File: src/rtl/hazard_scoreboard_pkg.sv
// Shared types for the hazard scoreboard: entry layout, forward-select
// encoding and the default register-address width.
package hazard_pkg;

   localparam int SIZE_ADDR_BR_DEF = 5;
   // Entries store addresses at this fixed width; narrower register files
   // are zero-extended so one struct serves every SIZE_ADDR_BR up to 8.
   localparam int ADDR_MAX_W       = 8;
   localparam int FWD_REGFILE      = 0;

   typedef logic [ADDR_MAX_W-1:0] reg_addr_t;

   typedef struct packed {
      logic      valid;
      reg_addr_t rs;
      reg_addr_t rt;
      reg_addr_t rd;
      logic      reg_write;
      logic      mem_read;
   } sb_entry_t;

   localparam sb_entry_t SB_EMPTY = '0;

endpackage

File: src/rtl/hazard_scoreboard_if.sv
// ID-stage request and hazard-control response bundle.
// Optional statistics ports appear when HAZ_STATS_EN is defined.
interface hazard_scoreboard_if #(
   parameter int SIZE_ADDR_BR = 5,
   parameter int DEPTH        = 3,
   parameter int STAT_W       = 16,
   localparam int SEL_W       = $clog2(DEPTH)
);
   logic                    id_valid;
   logic [SIZE_ADDR_BR-1:0] id_rs;
   logic [SIZE_ADDR_BR-1:0] id_rt;
   logic                    id_uses_rt;
   logic [SIZE_ADDR_BR-1:0] id_rd;
   logic                    id_reg_write;
   logic                    id_mem_read;
   logic                    branch_taken;
   logic [SEL_W-1:0]        fwd_a_sel;
   logic [SEL_W-1:0]        fwd_b_sel;
   logic                    pc_write;
   logic                    if_id_write;
   logic                    id_ex_bubble;
   logic                    flush;
`ifdef HAZ_STATS_EN
   logic [STAT_W-1:0]       stall_cnt;
   logic [STAT_W-1:0]       flush_cnt;
`endif

   modport master (
      output id_valid, id_rs, id_rt, id_uses_rt, id_rd, id_reg_write,
             id_mem_read, branch_taken,
      input  fwd_a_sel, fwd_b_sel, pc_write, if_id_write, id_ex_bubble, flush
`ifdef HAZ_STATS_EN
      , input stall_cnt, flush_cnt
`endif
   );

   modport slave (
      input  id_valid, id_rs, id_rt, id_uses_rt, id_rd, id_reg_write,
             id_mem_read, branch_taken,
      output fwd_a_sel, fwd_b_sel, pc_write, if_id_write, id_ex_bubble, flush
`ifdef HAZ_STATS_EN
      , output stall_cnt, flush_cnt
`endif
   );

endinterface

File: src/rtl/hazard_scoreboard_fwd_pick.sv
// Priority encoder: picks the youngest in-flight producer of src.
// Entry 1 holding a load is skipped since its data is not yet available.
module hazard_fwd_pick
   import hazard_pkg::*;
#(
   parameter int DEPTH  = 3,
   localparam int SEL_W = $clog2(DEPTH)
) (
   input  sb_entry_t        entries [DEPTH],
   input  reg_addr_t        src,
   output logic [SEL_W-1:0] sel
);

   // Scan oldest to youngest so the youngest match overwrites the rest.
   always_comb begin
      sel = SEL_W'(FWD_REGFILE);
      for (int k = DEPTH - 1; k >= 1; k--) begin
         if (entries[k].valid && entries[k].reg_write &&
             (entries[k].rd != '0) && (entries[k].rd == src) &&
             !((k == 1) && entries[k].mem_read))
            sel = SEL_W'(k);
      end
   end

endmodule

File: src/rtl/hazard_scoreboard.sv
// Hazard and forwarding controller for the 5-stage pipeline.
// A DEPTH-entry shift register mirrors EX..WB; load-use stalls and
// branch flushes are combinational. Define HAZ_STATS_EN to add the
// saturating stall/flush cycle counters.
module hazard_scoreboard
   import hazard_pkg::*;
#(
   parameter int SIZE_ADDR_BR = SIZE_ADDR_BR_DEF,
   parameter int DEPTH        = 3,
   parameter int STAT_W       = 16
) (
   input logic                clk,
   input logic                reset_n,
   hazard_scoreboard_if.slave bus
);

   sb_entry_t sb [DEPTH];
   sb_entry_t id_entry;
   logic      stall_raw;
   logic      stall;
   logic      flush_i;

   assign id_entry = '{valid:     1'b1,
                       rs:        reg_addr_t'(bus.id_rs),
                       rt:        reg_addr_t'(bus.id_rt),
                       rd:        reg_addr_t'(bus.id_rd),
                       reg_write: bus.id_reg_write,
                       mem_read:  bus.id_mem_read};

   // Load in EX feeding the instruction in ID; flush wins over stall.
   always_comb begin
      stall_raw = bus.id_valid && sb[0].valid && sb[0].mem_read &&
                  sb[0].reg_write && (sb[0].rd != '0) &&
                  ((sb[0].rd == id_entry.rs) ||
                   (bus.id_uses_rt && (sb[0].rd == id_entry.rt)));
      flush_i   = bus.branch_taken && reset_n;
      stall     = stall_raw && !flush_i;
   end

   assign bus.pc_write     = !stall;
   assign bus.if_id_write  = !stall;
   assign bus.id_ex_bubble = stall || flush_i;
   assign bus.flush        = flush_i;

   // Advance the scoreboard; a stalled or flushed ID slot enters as a bubble.
   always_ff @(posedge clk or negedge reset_n) begin
      if (!reset_n) begin
         for (int k = 0; k < DEPTH; k++) sb[k] <= SB_EMPTY;
      end else begin
         for (int k = DEPTH - 1; k >= 1; k--) sb[k] <= sb[k-1];
         sb[0] <= (bus.id_valid && !stall_raw && !bus.branch_taken) ?
                  id_entry : SB_EMPTY;
      end
   end

   hazard_fwd_pick #(.DEPTH(DEPTH)) u_pick_a (
      .entries (sb),
      .src     (sb[0].rs),
      .sel     (bus.fwd_a_sel)
   );

   hazard_fwd_pick #(.DEPTH(DEPTH)) u_pick_b (
      .entries (sb),
      .src     (sb[0].rt),
      .sel     (bus.fwd_b_sel)
   );

`ifdef HAZ_STATS_EN
   logic [STAT_W-1:0] stall_cnt_q;
   logic [STAT_W-1:0] flush_cnt_q;

   // Saturating cycle counters for effective stalls and flushes.
   always_ff @(posedge clk or negedge reset_n) begin
      if (!reset_n) begin
         stall_cnt_q <= '0;
         flush_cnt_q <= '0;
      end else begin
         if (stall && (stall_cnt_q != '1)) stall_cnt_q <= stall_cnt_q + 1'b1;
         if (flush_i && (flush_cnt_q != '1)) flush_cnt_q <= flush_cnt_q + 1'b1;
      end
   end

   assign bus.stall_cnt = stall_cnt_q;
   assign bus.flush_cnt = flush_cnt_q;
`endif

endmodule

File: src/flat_wrapper.sv
// flat-port wrapper written by rule: the top's interface ports become plain ports
module hazard_scoreboard_flat import hazard_pkg::*;
#(
   parameter int SIZE_ADDR_BR = SIZE_ADDR_BR_DEF,
   parameter int DEPTH        = 3,
   parameter int STAT_W       = 16
)
  (clk, reset_n, bus_id_valid, bus_id_rs, bus_id_rt, bus_id_uses_rt, bus_id_rd, bus_id_reg_write, bus_id_mem_read, bus_branch_taken, bus_fwd_a_sel, bus_fwd_b_sel, bus_pc_write, bus_if_id_write, bus_id_ex_bubble, bus_flush);
  hazard_scoreboard_if #(.SIZE_ADDR_BR(SIZE_ADDR_BR), .DEPTH(DEPTH), .STAT_W(STAT_W)) bus_i ();
  input logic clk;
  input logic reset_n;
  input wire logic [$bits(bus_i.id_valid)-1:0] bus_id_valid;
  input wire logic [$bits(bus_i.id_rs)-1:0] bus_id_rs;
  input wire logic [$bits(bus_i.id_rt)-1:0] bus_id_rt;
  input wire logic [$bits(bus_i.id_uses_rt)-1:0] bus_id_uses_rt;
  input wire logic [$bits(bus_i.id_rd)-1:0] bus_id_rd;
  input wire logic [$bits(bus_i.id_reg_write)-1:0] bus_id_reg_write;
  input wire logic [$bits(bus_i.id_mem_read)-1:0] bus_id_mem_read;
  input wire logic [$bits(bus_i.branch_taken)-1:0] bus_branch_taken;
  output wire logic [$bits(bus_i.fwd_a_sel)-1:0] bus_fwd_a_sel;
  output wire logic [$bits(bus_i.fwd_b_sel)-1:0] bus_fwd_b_sel;
  output wire logic [$bits(bus_i.pc_write)-1:0] bus_pc_write;
  output wire logic [$bits(bus_i.if_id_write)-1:0] bus_if_id_write;
  output wire logic [$bits(bus_i.id_ex_bubble)-1:0] bus_id_ex_bubble;
  output wire logic [$bits(bus_i.flush)-1:0] bus_flush;
  assign bus_i.id_valid = bus_id_valid;
  assign bus_i.id_rs = bus_id_rs;
  assign bus_i.id_rt = bus_id_rt;
  assign bus_i.id_uses_rt = bus_id_uses_rt;
  assign bus_i.id_rd = bus_id_rd;
  assign bus_i.id_reg_write = bus_id_reg_write;
  assign bus_i.id_mem_read = bus_id_mem_read;
  assign bus_i.branch_taken = bus_branch_taken;
  assign bus_fwd_a_sel = bus_i.fwd_a_sel;
  assign bus_fwd_b_sel = bus_i.fwd_b_sel;
  assign bus_pc_write = bus_i.pc_write;
  assign bus_if_id_write = bus_i.if_id_write;
  assign bus_id_ex_bubble = bus_i.id_ex_bubble;
  assign bus_flush = bus_i.flush;
  hazard_scoreboard #(.SIZE_ADDR_BR(SIZE_ADDR_BR), .DEPTH(DEPTH), .STAT_W(STAT_W)) u_core (.clk(clk), .reset_n(reset_n), .bus(bus_i));
endmodule
File: config.mk
export PLATFORM = sky130hd
export DESIGN_NAME = hazard_scoreboard_flat
export DESIGN_NICKNAME = d
export VERILOG_FILES = /design/src/rtl/hazard_scoreboard_pkg.sv /design/src/rtl/hazard_scoreboard_if.sv /design/src/rtl/hazard_scoreboard_fwd_pick.sv /design/src/rtl/hazard_scoreboard.sv /design/src/flat_wrapper.sv
export SDC_FILE = /design/constraint.sdc
export NUM_CORES = 1
export LEC_CHECK = 0
export ABC_CLOCK_PERIOD_IN_PS = 4200
export CELL_PAD_IN_SITES_DETAIL_PLACEMENT = 0
export CELL_PAD_IN_SITES_GLOBAL_PLACEMENT = 1
export CORE_MARGIN = 10
export CORE_UTILIZATION = 38
export DETAILED_ROUTE_END_ITERATION = 10
export GPL_TIMING_DRIVEN = 0
export PLACE_DENSITY = 0.84
export SYNTH_ARGS = -nofsm -noshare
export SYNTH_HDL_FRONTEND = slang
export SYNTH_SLANG_ARGS = --single-unit
export TNS_END_PERCENT = 5
File: constraint.sdc
create_clock -name clk -period 4.2 [get_ports clk]
set_input_delay 0.63 -clock clk [delete_from_list [all_inputs] [get_ports clk]]
set_output_delay 0.63 -clock clk [all_outputs]
set_load 0.03 [all_outputs]
=== After elaboration in Yosys (flattened, before gate mapping) ===
Cells that the tools add are included.

* Add/sub/neg operators: 0
* $mul: 0
* Divide/modulo/power cells: 0
* Magnitude comparators: 0
* Equality and inequality tests: 6
* Shifts and indexed selects: 0
* Mux-type cells: 5
* Bitwise gates (word level): 0
* Reductions and logical operators: 30

{| class="wikitable"
|+ Operators with widths
! operator !! count
|-
| $eq A8 B8 Y1 || 4
|-
| $mux W27 || 1
|-
| $reduce_bool A8 Y1 || 3
|-
| $logic_and A1 B1 Y1 || 20
|-
| $eq A8 B5 Y1 || 2
|-
| $mux W2 || 4
|-
| $logic_not A1 Y1 || 5
|-
| $logic_or A1 B1 Y1 || 2
|}

* Register bits after elaboration: 48
* Bits in latches: 0
* Bits in writable memories: 0
* Memory bits (read-only): 0
* Input port bits: 22
* Word-level logic and storage cells: 54
* Memories kept: 0

=== Longest topological paths before layout ===
Gate-level depths: netlist (run 1).

* Depth in word-level cells: 9
* Mapped depth: 6
* Mapped depth without buffers: 4

=== Modules after synthesis ===
Synthesis (run 1) repeated with hierarchy kept, for this count alone.

* Cells, all modules: 183
* Area total of the unflattened synthesis: 2209.6 um^2

{| class="wikitable"
|+ Modules (own cells, without submodules)
! module !! times used !! cells an instance !! area an instance (um^2) !! sequential area each (um^2)
|-
| hazard_scoreboard || 1 || 121 || 1721.7 || 1351.3
|-
| hazard_fwd_pick || 2 || 31 || 244.0 || 0.0
|}

=== Worst setup path after synthesis (run 1) ===
OpenSTA, ideal clock, no wires.

* Path type: flip-flop to output port
* From: register u_core.sb[31] (netlist name)
* To: output bus_fwd_a_sel[1]
* Arrival: 2071 ps
* Data required time: 3570 ps
* Path slack: 1499 ps
* Cell stages (with the launch flop): 5
* Buffers on the path: 0
* Cells stage by stage: dfrtp_1 or4_1 o2111ai_2 nor4_1 nor4_2

* Longest elaborated chain between the ends: 5

{| class="wikitable"
|+ Ends and longest elaborated chain
! item !! RTL line !! source
|-
| from (decl) || hazard_scoreboard.sv:17 || <nowiki>sb_entry_t sb [DEPTH];</nowiki>
|-
| $reduce_bool A8 Y1 || hazard_scoreboard_fwd_pick.sv:19 || <nowiki>(entries[k].rd != '0) && (entries[k].rd == src) &&</nowiki>
|-
| $logic_and A1 B1 Y1 || hazard_scoreboard_fwd_pick.sv:18 || <nowiki>if (entries[k].valid && entries[k].reg_write &&</nowiki>
|-
| $logic_and A1 B1 Y1 (*) (2 in a row) || hazard_scoreboard_fwd_pick.sv:19 ||
|-
| $mux W2 (*) || hazard_scoreboard_fwd_pick.sv:18 ||
|-
| to (decl) || flat_wrapper.sv:20 || <nowiki>output wire logic [$bits(bus_i.fwd_a_sel)-1:0] bus_fwd_a_sel;</nowiki>
|}

Mark *: on every way between the ends. The rest lies on a longest branch, timed or not.

=== Worst setup path after layout (run 1) ===
* From: input bus_id_rs[0]
* To: output bus_pc_write

* Longest elaborated chain between the ends: 5

{| class="wikitable"
|+ Ends and longest elaborated chain
! item !! RTL line !! source
|-
| from (decl) || flat_wrapper.sv:13 || <nowiki>input wire logic [$bits(bus_i.id_rs)-1:0] bus_id_rs;</nowiki>
|-
| $eq A8 B5 Y1 || hazard_scoreboard.sv:34 || <nowiki>((sb[0].rd == id_entry.rs) ||</nowiki>
|-
| $logic_or A1 B1 Y1 || hazard_scoreboard.sv:34 ||
|-
| $logic_and A1 B1 Y1 || hazard_scoreboard.sv:33 || <nowiki>sb[0].reg_write && (sb[0].rd != '0) &&</nowiki>
|-
| $logic_and A1 B1 Y1 || hazard_scoreboard.sv:37 || <nowiki>stall = stall_raw && !flush_i;</nowiki>
|-
| $logic_not A1 Y1 || hazard_scoreboard.sv:40 || <nowiki>assign bus.pc_write = !stall;</nowiki>
|-
| to (decl) || flat_wrapper.sv:22 || <nowiki>output wire logic [$bits(bus_i.pc_write)-1:0] bus_pc_write;</nowiki>
|}

Every way passes these cells.

==> flow_summary.toml, run 1 <==
[power_and_ir_drop]
switchingPower_w = 0.000159
power_w = 0.000643
p_clk_share_pct = 35.3
p_leak_nw = 0.866
ir_drop_v = 0.000221
switching_share_pct = 24.7
p_seq_share_pct = 53.3
combPwrFrac_pct = 11.4
power_density_nw_per_um2 = 342
power.internal_w = 0.000484

[die]
fp.dieW_um = 81.9
start_util_pct = 39.5
core_um2 = 3690
io_pins = 30
rows = 22
fp.dieArea_um2 = 6700
dieHeight_um = 81.9

[finish]
syn2layout_area_growth_pct = 29.4
stdcell_count = 218
drive_gt1_share_pct = 7.06
top_register = "u_core.sb"
antenna_cells = 0
largest_reg_flops = 33
nets = 191
top_regs = "u_core.sb: 33 flops"

[clock_network]
clk-insertion-delay-late_ns = 0.29
path_clk_slew_ns = 0.06
hold_buffers = 0
clk_path_buf_depth = 2
cts-resized-gates = 0
cts_root_buffer = "clkbuf_8"
cts_max_level = 2
cts_buffers = 5
tritoncts = "yes"
post_cts_buffers = 0
clock-sinks = 33

[grt]
track_usage_pct = 9.89
grt_pass1_wl_um = 5110
antenna_found_initial = 0
grt_max_degree = 35
grt_pass1_vias = 1149
grt_overflow_total = 0

[yosys]
synth_edf_count = 0
avgSynthCellArea_um2 = 10.9
syn_area_um2 = 1460
ys.flop_type = "dfrtp_1"
ys_seq_area_share_pct = 56.7
syn_nets = 155
synthCells = 133
synthDistinctLibCells = 21
ys_ff_latch = 33
synthArstFlopShare_pct = 100
ys_warn_count = 0

[status]
outcome = "complete, no violations"

[routing]
ant_nets = 0
wl_per_cell_um = 13.7
routed_wl_um = 2980
routed_via_density = 4.84
dr.first_iter.drc_count = 71
dr_total_vias = 1055
dr.pass1.iters = 4
route.detailed.drc = 0

[sta]
whs_ns = 0.382
rsz0062_at_grt = "false"
final-hold-violation-count = 0
finalSetupViolations = 0
worstMarginPinSlew_ns = 0.692
worst_slack_ns = 0.725
clock_skew_ns = 0.00320
drv_slew = 0
timing.slew.headroom_pct = 53.8
period_needed_ns = 3.48
fmax_mhz = 288
fin_crit_sh_pct = 82.7
setup-tns-final_ns = 0

[placement]
hpwl_um = 2400
dp.cells = 210
io_buffers = 29
place_ws_ns = 0.293
place_congestion = 0.796

[worst_setup_path]
cp_max_fo = 10
crit_arrival_ns = 2.85
worstPathRequired_ns = 3.57
critPathKind = "primary input to primary output"
reg2regPathDepth = 5
r2r_start = "u_core.sb[56]"
critPathCaptureType = "primary output"
start_kind = "primary input"
timing.rr.end = "u_core.sb[80]"
reg2reg_slack_ns = 2.60

[min_path]
hold_depth = 0
hp-class = "flop to flop"
min_to = "u_core.sb[27]"
hold_path_startpoint = "u_core.sb[54]"

[job]
max-cap-violations = 0
-- layout make-up --
cell class | count | area [µm²]
buffer | 7 | 30.0
clock buffer | 6 | 72.6
clock inverter | 2 | 10.0
fill | 355 | 1810
inverter | 2 | 7.51
multi-input combinational | 91 | 592
sequential | 33 | 826
tap | 48 | 60.1
timing repair buffer | 29 | 285
-- worst max path at each step --
stage	startpoint	depth (start not counted)	endpoint	slack, ns
2_1_floorplan	u_core.sb[31]	4	bus_fwd_a_sel[1]	1.50
5_1_grt	bus_id_rs[0]	8	bus_pc_write	0.54
3_3_place_gp	reset_n	5	bus_pc_write	0.32
6_report	bus_id_rs[0]	8	bus_pc_write	0.72
3_5_place_dp	reset_n	5	bus_pc_write	0.29
4_1_cts	reset_n	5	bus_pc_write	0.29
-- power by group through the flow --
stage	sequential (W)	clock, W	combinational, W
6_report	0.000343	0.000227	0.0000731
5_1_grt	0.000345	0.000247	0.0000815
4_1_cts	0.000343	0.000232	0.0000748
3_5_place_dp	0.000349	0	0.0000745
3_3_place_gp	0.000349	0	0.0000730
2_1_floorplan	0.000346	0	0.0000379
-- layer usage --
layer	vias to the layer above	global-route usage (%)	wire length (µm)
li1	520	-	-
met1	507	10.3	1200
met2	25	16.3	1470
met3	3	5.46	271
met4	0	4.08	38
met5	-	0	0
-- cells by family after synthesis --
group | Yosys count | synth area share [%]
xor gates and xnor gates | 30 | 18.1
and+or+nand+nor | 37 | 12.7
DFF | 33 | 56.7
buffers and inverters | 9 | 2.58
AOI/OAI and AO/OA | 24 | 9.89
-- through the flow --
step	cell area (µm²)	utilization [%]
floorplan	1460	-
global placement	1810	48.9
detailed placement	1810	48.9
CTS	1890	51.2
global route	1880	51.1
finish	1880	51.1
-- synthesized netlist by cell type, types with 2 or more instances --
| master | count | area, µm² |
|---|---|---|
| nand4_1 | 2 | 12.5 |
| nor4_1 | 2 | 12.5 |
| nor4_2 | 2 | 25.0 |
| or4_1 | 2 | 15.0 |
| xnor2_1 | 16 | 140 |
| o2111ai_1 | 2 | 17.5 |
| dfrtp_1 | 33 | 826 |
| nor3_1 | 3 | 15.0 |
| nand2_1 | 20 | 75.1 |
| clkbuf_1 | 6 | 22.5 |
| a21oi_1 | 18 | 90.1 |
| inv_1 | 2 | 7.51 |
| nand3_1 | 4 | 20.0 |
| xor2_1 | 14 | 123 |
-- worst max-delay path, stage by stage --
cell and delay (ns):
clkdlybuf4s50_1 0.45, xnor2_1 0.21, nand3_1 0.09, o22ai_1 0.19, clkbuf_1 0.36, nand3_1 0.16, buf_4 0.16, clkdlybuf4s50_1 0.58
-- placed cells by master (no fill, tap or decap), types with 3 or more instances in the layout --
master           synthesis  final
a21oi_1                 18     18
clkbuf_1                 6      7
clkbuf_8                 0      5
clkdlybuf4s50_1          0     28
dfrtp_1                 33     33
nand2_1                 20     20
nand3_1                  4      4
nor3_1                   3      3
xnor2_1                 16     16
xor2_1                  14     14
(Power assumes the default switching activity.)
==> inputs of run 2 (changes only) <==
ABC_CLOCK_PERIOD_IN_PS = 2930   (was 4200)
CORE_UTILIZATION = 35   (was 38)
PLACE_DENSITY = 0.82   (was 0.84)
clock period = 2.93 ns   (was 4.2 ns; I/O delays follow)
==> flow_summary.toml, run 2 (same netlist as run 1, synthesis figures left out) <==
[finish]
largest_reg_flops = 33
final_cell_mix = "dfrtp_1 (33), clkdlybuf4s50_1 (23), nand2_1 (20)"
top_regs = "u_core.sb: 33 flops"
nFillCells = 369
syn2layout_area_growth_pct = 32.5
drive_gt1_share_pct = 8.82
top_register = "u_core.sb"
nets = 191
antenna_cells = 0
final_common_cell = "dfrtp_1"

[power_and_ir_drop]
power.internal_w = 0.000808
power_density_nw_per_um2 = 530
p_leak_nw = 0.910
p_clk_share_pct = 41.4
ir_drop_v = 0.000231
p_seq_share_pct = 48.1
power_w = 0.00102
switchingPower_w = 0.000215
switching_share_pct = 21.0
combPwrFrac_pct = 10.5

[sta]
worstMarginPinSlew_ns = 0.788
rsz0062_at_grt = "false"
whs_ns = 0.338
finalSetupViolations = 0
drv_slew = 0
clock_skew_ns = 0.00261
worst_slack_ns = 0.178
period_needed_ns = 2.75
timing.slew.headroom_pct = 47.5
final-hold-violation-count = 0
fin_crit_sh_pct = 93.9
fmax_mhz = 363

[worst_setup_path]
endpoint = "bus_fwd_b_sel[1]"
timing.rr.end = "u_core.sb[66]"
worstPathRequired_ns = 2.49
critPathKind = "flop to primary output"
reg2regPathDepth = 5
critPathCaptureType = "primary output"
reg2reg_slack_ns = 1.47
cp-startpoint = "u_core.sb[30]"
crit_arrival_ns = 2.31
r2r_start = "u_core.sb[56]"
cp_max_fo = 4
start_kind = "flop"

[routing]
route.detailed.drc = 0
routed_wl_um = 3140
ant_nets = 0
dr.pass1.iters = 4
dr.first_iter.drc_count = 30
wl_per_cell_um = 14.3
routed_via_density = 4.81
dr_total_vias = 1059

[die]
rows = 23
dieHeight_um = 84.5
core_um2 = 4000
fp.dieArea_um2 = 7140
io_pins = 30
fp.dieW_um = 84.5
start_util_pct = 36.4

[placement]
io_buffers = 29
hpwl_um = 2520
place_ws_ns = -0.608
place_congestion = 0.819

[grt]
grt_max_degree = 35
grt_overflow_total = 0
grt_pass1_wl_um = 5590
track_usage_pct = 9.55
antenna_found_initial = 0
grt_pass1_vias = 1199

[clock_network]
post_cts_buffers = 0
cts_buffers = 5
cts_root_buffer = "clkbuf_8"
hold_buffers = 0
cts_max_level = 2
clk_path_buf_depth = 2
clk-insertion-delay-late_ns = 0.28
clock-sinks = 33
tritoncts = "yes"
path_clk_slew_ns = 0.06

[status]
outcome = "complete, no violations"

[min_path]
hp-class = "primary input to asynchronous set/reset pin"

[job]
max-cap-violations = 0
==> run 2: cell count changes in the layout (fill, tap and decap cells not counted), moves of 2 or more <==
cell / delta
clkdlybuf4s50_1: -5
clkbuf_1: -2
clkbuf_2: +2
clkinv_2: -2
dlygate4sd2_1: +2
dlymetal6s2s_1: +2
==> run 2: how the worst min path moves through the flow <==
stage / to / slack (ns) / depth (start not counted)
after floorplan: u_core.sb[1] / 0.14 / 0
after global placement: u_core.sb[27] / 0.36 / 0
after detailed placement: u_core.sb[53] / 0.36 / 0
after CTS: u_core.sb[6] / 0.35 / 1
after global routing: u_core.sb[68] / 0.39 / 1
final: u_core.sb[72] / 0.34 / 1
==> run 2: layer usage <==
metal	share of wire [%]	vias up	wire length (µm)	track usage (%)
li1	-	522	-	-
met1	41	495	1300	10.1
met2	46	35	1460	14.7
met3	10	7	319	6.09
met4	1.9	0	59	4.34
met5	0	-	0	0
==> run 2: critical path: stages, from the launching register on <==
cell,delay (ns)
dfrtp_1,0.42
or4_1,0.57
o2111ai_2,0.22
nor4_1,0.12
nor4_2,0.27
dlygate4sd2_1,0.43
==> run 2: per-stage QoR <==
step | instance area, µm² | util [%] | instances | setup TNS [ns]
after global placement | 1810 | 45.2 | 212 | -2.06
after detailed placement | 1810 | 45.2 | 212 | -2.09
after floorplan | 1460 | - | 133 | 0
final | 1930 | 48.2 | 220 | 0
after CTS | 1920 | 48.1 | 220 | 0
after global routing | 1930 | 48.2 | 220 | 0
==> run 2: power by group through the flow <==
stage	Combinational [W]	Clock, W	Sequential, W
floorplan	0.0000543	0	0.000496
global placement	0.000105	0	0.000500
detailed placement	0.000108	0	0.000500
CTS	0.000108	0.000436	0.000492
global route	0.000118	0.000456	0.000495
finish	0.000107	0.000424	0.000492
==> run 2: area by class of cell <==
type | count | area [µm²] | area share [%]
inverter | 2 | 7.51 | 0.389
buffer | 7 | 32.5 | 1.69
tap | 50 | 62.6 | 3.24
timing repair buffer | 29 | 292 | 15.1
clock inverter | 1 | 30.0 | 1.56
sequential | 33 | 826 | 42.8
multi-input combinational | 91 | 592 | 30.7
clock buffer | 7 | 86.3 | 4.48
==> run 2: repair_timing <==
item	in CTS	in global routing
cloned	0	0
setup endpoints to repair	6	2
resized for setup	8	2
